**src/rtl/toy_trap_handler_pkg.sv**
```systemverilog
// Shared types and constants for the trap/debug responder and its tvec helper.
package toy_trap_handler_pkg;
  localparam int ADDR_WIDTH = 32;
  localparam int INST_WIDTH = 32;
  localparam int REG_WIDTH  = 32;

  localparam logic [2:0] DM_EBREAK  = 3'd1;
  localparam logic [2:0] DM_TRIGGER = 3'd2;
  localparam logic [2:0] DM_HALTREQ = 3'd3;
  localparam logic [2:0] DM_STEP    = 3'd4;

  localparam logic [31:0] MCAUSE_BREAK = 32'd3;

  localparam logic [1:0] MTVEC_MODE_DIRECT   = 2'd0;
  localparam logic [1:0] MTVEC_MODE_VECTORED = 2'd1;

  typedef enum logic {TH_IDLE, TH_REDIRECT} trap_hdl_state_t;
endpackage

```
**src/rtl/toy_trap_handler_tvec_calc.sv**
```systemverilog
// mtvec base/mode -> trap target. Vectored interrupts only when TOY_TRAP_VECTORED_EN is defined.
module toy_trap_tvec_calc
  import toy_trap_handler_pkg::*;
(
  input  logic [REG_WIDTH-1:0]  mtvec_i,
  input  logic [31:0]           cause_i,
  output logic [ADDR_WIDTH-1:0] tvec_o
);
  logic [ADDR_WIDTH-1:0] base;
  assign base = {mtvec_i[ADDR_WIDTH-1:2], 2'b00};

`ifdef TOY_TRAP_VECTORED_EN
  // 4*cause[30:0] truncated to the address width, so cause bit 30 cannot reach the sum.
  logic unused_cause;
  assign unused_cause = cause_i[30];
  always_comb begin
    tvec_o = base;
    if ((mtvec_i[1:0] == MTVEC_MODE_VECTORED) && cause_i[31])
      tvec_o = base + {cause_i[ADDR_WIDTH-3:0], 2'b00};
  end
`else
  logic unused_cause;
  assign unused_cause = ^{cause_i, mtvec_i[1:0]};
  assign tvec_o = base;
`endif
endmodule

```
**src/rtl/toy_trap_handler.sv**
```systemverilog
// Trap/debug request responder: commits trap/debug CSRs and issues one fetch redirect per request.
// Optional vectored mtvec support via TOY_TRAP_VECTORED_EN (handled in toy_trap_tvec_calc).
module toy_trap_handler
  import toy_trap_handler_pkg::*;
#(
  parameter logic [ADDR_WIDTH-1:0] DEBUG_ROM_ADDR  = 32'h0000_0800,
  parameter logic [ADDR_WIDTH-1:0] DEBUG_EXCP_ADDR = 32'h0000_0808
) (
  input  logic                  clk,
  input  logic                  rst,
  input  logic                  trap_vld,
  output logic                  trap_rdy,
  input  logic [ADDR_WIDTH-1:0] trap_pc,
  input  logic [31:0]           trap_cause,
  input  logic [INST_WIDTH-1:0] trap_extra_info,
  input  logic                  trap_indebug,
  input  logic                  debug_vld,
  output logic                  debug_rdy,
  input  logic [2:0]            debug_cause,
  input  logic [ADDR_WIDTH-1:0] debug_pc,
  input  logic                  mret_vld,
  input  logic                  dret_vld,
  output logic                  ret_rdy,
  input  logic [REG_WIDTH-1:0]  csr_mtvec,
  output logic                  redirect_vld,
  input  logic                  redirect_rdy,
  output logic [ADDR_WIDTH-1:0] redirect_pc,
  output logic [ADDR_WIDTH-1:0] csr_mepc,
  output logic [31:0]           csr_mcause,
  output logic [INST_WIDTH-1:0] csr_mtval,
  output logic                  csr_mie,
  output logic                  csr_mpie,
  output logic [ADDR_WIDTH-1:0] csr_dpc,
  output logic [2:0]            csr_dcsr_cause,
  output logic                  debug_mode_en
);
  trap_hdl_state_t       state_q;
  logic [ADDR_WIDTH-1:0] redirect_pc_q, mepc_q, dpc_q, tvec;
  logic [31:0]           mcause_q;
  logic [INST_WIDTH-1:0] mtval_q;
  logic                  mie_q, mpie_q, dm_q;
  logic [2:0]            dcause_q;
  logic                  idle;

  toy_trap_tvec_calc u_tvec (
    .mtvec_i (csr_mtvec),
    .cause_i (trap_cause),
    .tvec_o  (tvec)
  );

  // Fixed priority debug > trap > ret; a losing source sees rdy low and holds.
  assign idle      = (state_q == TH_IDLE);
  assign debug_rdy = idle;
  assign trap_rdy  = idle && !debug_vld;
  assign ret_rdy   = idle && !debug_vld && !trap_vld;

  always_ff @(posedge clk) begin
    if (rst) begin
      state_q       <= TH_IDLE;
      redirect_pc_q <= '0;
      mepc_q        <= '0;
      mcause_q      <= '0;
      mtval_q       <= '0;
      mie_q         <= 1'b0;
      mpie_q        <= 1'b0;
      dpc_q         <= '0;
      dcause_q      <= '0;
      dm_q          <= 1'b0;
    end else begin
      case (state_q)
        TH_IDLE: begin
          if (debug_vld) begin
            // Re-entry while already halted is swallowed without a redirect.
            if (!dm_q) begin
              dpc_q         <= debug_pc;
              dcause_q      <= debug_cause;
              dm_q          <= 1'b1;
              redirect_pc_q <= DEBUG_ROM_ADDR;
              state_q       <= TH_REDIRECT;
            end
          end else if (trap_vld) begin
            if (trap_indebug) begin
              redirect_pc_q <= DEBUG_EXCP_ADDR;
            end else begin
              mepc_q        <= trap_pc;
              mcause_q      <= trap_cause;
              mtval_q       <= trap_extra_info;
              mpie_q        <= mie_q;
              mie_q         <= 1'b0;
              redirect_pc_q <= tvec;
            end
            state_q <= TH_REDIRECT;
          end else if (dret_vld) begin
            if (dm_q) begin
              dm_q          <= 1'b0;
              redirect_pc_q <= dpc_q;
              state_q       <= TH_REDIRECT;
            end
          end else if (mret_vld) begin
            mie_q         <= mpie_q;
            mpie_q        <= 1'b1;
            redirect_pc_q <= mepc_q;
            state_q       <= TH_REDIRECT;
          end
        end
        TH_REDIRECT: if (redirect_rdy) state_q <= TH_IDLE;
        default:     state_q <= TH_IDLE;
      endcase
    end
  end

  assign redirect_vld   = (state_q == TH_REDIRECT);
  assign redirect_pc    = redirect_pc_q;
  assign csr_mepc       = mepc_q;
  assign csr_mcause     = mcause_q;
  assign csr_mtval      = mtval_q;
  assign csr_mie        = mie_q;
  assign csr_mpie       = mpie_q;
  assign csr_dpc        = dpc_q;
  assign csr_dcsr_cause = dcause_q;
  assign debug_mode_en  = dm_q;
endmodule

```
**config.mk**
```make
export PLATFORM = sky130hd
export DESIGN_NAME = toy_trap_handler
export DESIGN_NICKNAME = d
export VERILOG_FILES = /design/src/rtl/toy_trap_handler_pkg.sv /design/src/rtl/toy_trap_handler_tvec_calc.sv /design/src/rtl/toy_trap_handler.sv
export SDC_FILE = /design/constraint.sdc
export NUM_CORES = 1
export LEC_CHECK = 0
export ABC_AREA = 1
export CAP_MARGIN = 20
export CORE_AREA = 2 2 131 133
export CTS_BUF_LIST = sky130_fd_sc_hd__clkbuf_16
export DETAILED_ROUTE_END_ITERATION = 16
export DIE_AREA = 0 0 133 135
export DONT_BUFFER_PORTS = 1
export GPL_TIMING_DRIVEN = 0
export PLACE_DENSITY = 0.66
export SYNTH_ARGS = -nofsm -noshare
export SYNTH_HDL_FRONTEND = slang
export SYNTH_HIERARCHICAL = 1
export SYNTH_SLANG_ARGS = --single-unit
```
**constraint.sdc**
```tcl
create_clock -name clk -period 2.9 [get_ports clk]
set_input_delay 0.725 -clock clk [delete_from_list [all_inputs] [get_ports clk]]
set_output_delay 0.725 -clock clk [all_outputs]
set_load 0.05 [all_outputs]
```
# Yosys cells after proc, flatten, opt, wreduce, memory -nomap -nowiden
# Cells that the tools add are included.
[word_totals]
register_bits = 167
in_bits = 171
output_inout_bits = 170
[op_classes]
n_eq_ne = 5
n_mux = 26
n_bitwise = 4
reduce_logical = 12
[op_table]
columns = ["op", "count"]
rows = [
  ["two-way mux 32 bit", 7],
  ["two-way mux 1 bit", 18],
  ["AND reduction 4 bit", 2],
  ["inequality test 2 bit (second input constant)", 3],
  ["AND reduction 3 bit", 2],
  ["AND reduction 5 bit", 1],
  ["inequality test 4 x 3 -> 1 bit (second input constant)", 1],
  ["inverter 1 bit", 4],
  ["nonzero test 2 bit", 2],
  ["nonzero test 4 bit", 1],
  ["logical AND 1 bit", 2],
  ["logical NOT 1 bit", 2],
  ["inequality test 2 x 1 -> 1 bit (second input constant)", 1],
  ["case mux 1 bit (2 select lines)", 1],
]

# Logic depth before layout (Yosys ltp)
[depth]
word_depth = 5
depth_mapped = 10

# Hierarchy
# Netlist, hierarchy kept.
[by_module_without_submodules]
columns = ["mod", "instances", "cells_per_inst", "area_each_um2"]
rows = [
  ["toy_trap_handler", 1, 995, 6965.4],
  ["toy_trap_tvec_calc", 1, 33, 244.0],
]

# Worst setup path after synthesis
# No wires, ideal clock.
[synth_timing]
path_type = "input to output"
start = "input debug_vld"
end = "output ret_rdy"
arrival_ns = 1.973
required_ns = 2.175
slack_ns = 0.202
path_stages = 2
path_buffers = 1
path_cell_list = "buf_4 nor3_1"
[synth_between]
elab_chain_cells = 3
[synth_rtl]
columns = ["element", "line", "text"]
rows = [
  ["start, declared", "toy_trap_handler.sv:17", "input logic debug_vld,"],
  ["logical NOT 1 bit", "toy_trap_handler.sv:55", "assign ret_rdy = idle && !debug_vld && !trap_vld;"],
  ["logical AND 1 bit (2 in a row)", "toy_trap_handler.sv:55", ""],
  ["end, declared", "toy_trap_handler.sv:23", "output logic ret_rdy,"],
]
# No other way between the ends.

# Worst setup path in the final report
[layout_timing]
start = "register state_q (netlist: redirect_vld)"
end = "output ret_rdy"
[layout_between]
elab_chain_cells = 3
[layout_rtl]
columns = ["element", "line", "text"]
rows = [
  ["start, declared", "toy_trap_handler.sv:37", "trap_hdl_state_t state_q;"],
  ["start signal, assigned", "toy_trap_handler.sv:59", "state_q <= TH_IDLE;"],
  ["start signal, assigned", "toy_trap_handler.sv:79", "state_q <= TH_REDIRECT;"],
  ["start signal, assigned", "toy_trap_handler.sv:92", "state_q <= TH_REDIRECT;"],
  ["inverter 1 bit (no line)", "--", ""],
  ["logical AND 1 bit (2 in a row)", "toy_trap_handler.sv:55", ""],
]
# No other way between the ends.

==> results.tsv <==
stage	metric	value	unit
yosys	predominant post-synthesis flop cell	dfxtp_1	
floorplan	Top Ports	341	
route	DRT iter0 DRCs	395	
global_routing	largest net degree at the start of global routing	17	
sta	Worst Tran Pin Value	0.921	ns
yosys	mapped cell area	7210	um2
floorplan	width of the die	133	um
worst_setup_path	Slowest cell on crit path	nor3_2	
yosys	most common library cells after synthesis	nand2_1, dfxtp_1, a21oi_1	
clock_network	cts bufs inserted	17	
sta	period utilisation layout	87.4	%
yosys	synth unique cells	20	
clock_network	Hold Buf Count CTS	0	
worst_setup_path	CP required	2.17	ns
yosys	Syn Area/Cell	7.01	um2
placed_design	GP Congestion	0.828	
clock_network	CTS Buffer Depth	2	
sta	Worst Setup Slack, final	0.365	ns
power	Static Leak	3.45	nW
worst_setup_path	worst path cell trace	nor3_2	
floorplan	Std-Cell Core Area	16400	um2
route	vias	6585	
route	per-cell routed wire length	19.0	um
clock_network	TritonCTS Sinks	167	
sta	fin. max-slew vios	0	
sta	Final Skew	0.00660	ns
route	TritonRoute pass-1 iters	5	
sta	final setup TNS	0	ns
status	status	complete, no violations	
placed_design	DP HPWL	18.3	mm
sta	min Tclk post-route	2.54	ns
job	max-cap violations	0	
floorplan	die footprint	18000	um2
yosys	count leader, synth	nand2_1	
placed_design	Area after DPL	7490	um2
route	total routed wirelength	24.3	mm
worst_setup_path	CP arrival	1.81	ns
worst_setup_path	CP Capture Type	output port	
yosys	sequential share of the synthesized area	46.4	%
yosys	post-synth top area cell	dfxtp_1	
worst_hold_path	Hold Path Class	input pin to register	
power	Max VDD drop	411	uV
clock_network	Worst-Skew Late Latency	0.42	ns
clock_network	post-cts resize count	0	
yosys	Synth Instances	1028	
yosys	Ys Warns	6	
placed_design	number of I/O port buffers	0	
finish	# fillers	1699	
sta	RSZ-0062 raised after global routing	no	
finish	share of cells above drive strength 1	11.6	%
sta	hold_ws	0.458	ns
power	pwr/cell area	765	nW/um2
floorplan	Die H	135	um
worst_setup_path	Reg2Reg Setup Slack	0.56	ns
floorplan	initial core utilization	43.9	%
sta	Fmax	0.394	GHz
global_routing	vias in the first global route	6321	
worst_setup_path	CP peak stage delay	0.82	ns
worst_setup_path	Critical Path Start Type	register	
placed_design	Place WS	0.514	ns
worst_setup_path	WP buf/inv	0	
route	DRC	0	
worst_setup_path	Max FO, Critical Path	5	
clock_network	CTS clk-pin slew, worst paths	0.07	ns
yosys	Synth async-reset ratio	0	%
finish	final net count	1219	
yosys	Synth area leaders	dfxtp_1, nand2_1, a21oi_1	
sta	Final Hold Fails	0	
worst_setup_path	kind of critical path	register to output port	
global_routing	total global routing track utilization	26.6	%
clock_network	setup bufs post-CTS	0	
floorplan	Rows	47	
finish	final instance area	8110	um2
yosys	register bit total from synthesis	167	
global_routing	initial antenna violation count	2	
clock_network	Root Buffer	clkbuf_16	
clock_network	Clock H-tree levels	4	
global_routing	gr ovfl total	0	
route	DR vias/cell	5.13	
global_routing	first-pass GRT wire length	36.4	mm
sta	Final Setup Violations	0	
route	post-route ant nets	0	
finish	Area growth syn-to-layout	12.5	%
sta	Slew headroom	38.3	%
yosys	Yosys top cell area share	46.4	%
yosys	number of synthesized flops with an enable pin	0	
clock_network	CTS tree	yes	
worst_setup_path	critical path's top delay family	simple AND/OR/NAND/NOR gates	
path summary, 6_finish.rpt:
check	startpoint	to	cells past startpoint
worst max-delay path	redirect_vld	ret_rdy	1
worst min-delay path	trap_extra_info[20]	csr_mtval[20]	2
worst max register to register	redirect_vld	csr_dpc[29]	6
worst min register to register	csr_mtval[29]	csr_mtval[29]	2
cell type report:
cell class / instances / area, um2 / area share, %
diodes: 2 / 5.00 / 0.0617
plain buffers: 106 / 623 / 7.68
clock buffers: 17 / 425 / 5.24
clock inverters: 15 / 190 / 2.34
inverters: 103 / 387 / 4.76
multi-input cells: 653 / 2870 / 35.3
flip-flops and latches: 167 / 3340 / 41.2
well taps: 220 / 275 / 3.39
cells by family after synthesis:
kind of cell    count (synthesis)  synth area share [%]
buf+inv                       209                  14.0
other cells                     1                0.0520
flops                         167                  46.4
compound gates                200                  13.9
simple gates                  451                  25.7
per-stage QoR:
stage / total power [mW] / std cells / util, %
2_1_floorplan: 3.64 / 1029 / -
3_3_place_gp: 3.85 / 1249 / 45.6
3_5_place_dp: 3.86 / 1249 / 45.7
4_1_cts: 6.26 / 1281 / 49.4
5_1_grt: 6.45 / 1283 / 49.5
6_report: 6.21 / 1283 / 49.5
flip-flops by register name (all words and copies together), names as in the netlist:
register / count
csr_dpc: 32
csr_mcause: 32
csr_mepc: 32
csr_mtval: 32
redirect_pc: 32
csr_dcsr_cause: 3
csr_mie: 1
csr_mpie: 1
debug_mode_en: 1
redirect_vld: 1
power by group:
part | total (mW) | internal [mW] | switching [mW]
sequential | 3.10 | 2.45 | 0.658
combinational | 0.704 | 0.243 | 0.461
clock | 2.40 | 1.38 | 1.02
total | 6.21 | 4.07 | 2.14
layout by cell type, fill, tap and decap left out:
master	count
a21oi_1	135
o21ai_0	49
buf_1	6
dfxtp_1	167
nor2_1	68
bufinv_16	3
inv_8	2
clkbuf_1	20
nor2_4	2
nand3_1	103
conb_1	2
clkinvlp_4	1
buf_2	36
o21ai_1	16
inv_1	98
or2_2	1
clkinv_2	1
inv_6	5
inv_2	5
nor2_2	3
buf_4	40
clkbuf_16	17
clkinv_1	1
clkinv_4	2
nor3_2	1
nand2_1	272
diode_2	2
nand3b_1	1
buf_6	4
metal layers:
metal / track usage [%] / share of wire [%] / vias up / wire, um
met5: 0 / 0 / - / 0
met4: 9.02 / 1.9 / 0 / 466
met3: 11.3 / 10 / 35 / 2500
met2: 47.0 / 50 / 306 / 12200
met1: 28.5 / 38 / 2984 / 9170
li1: - / - / 3260 / -
(Power assumes the default switching activity.)
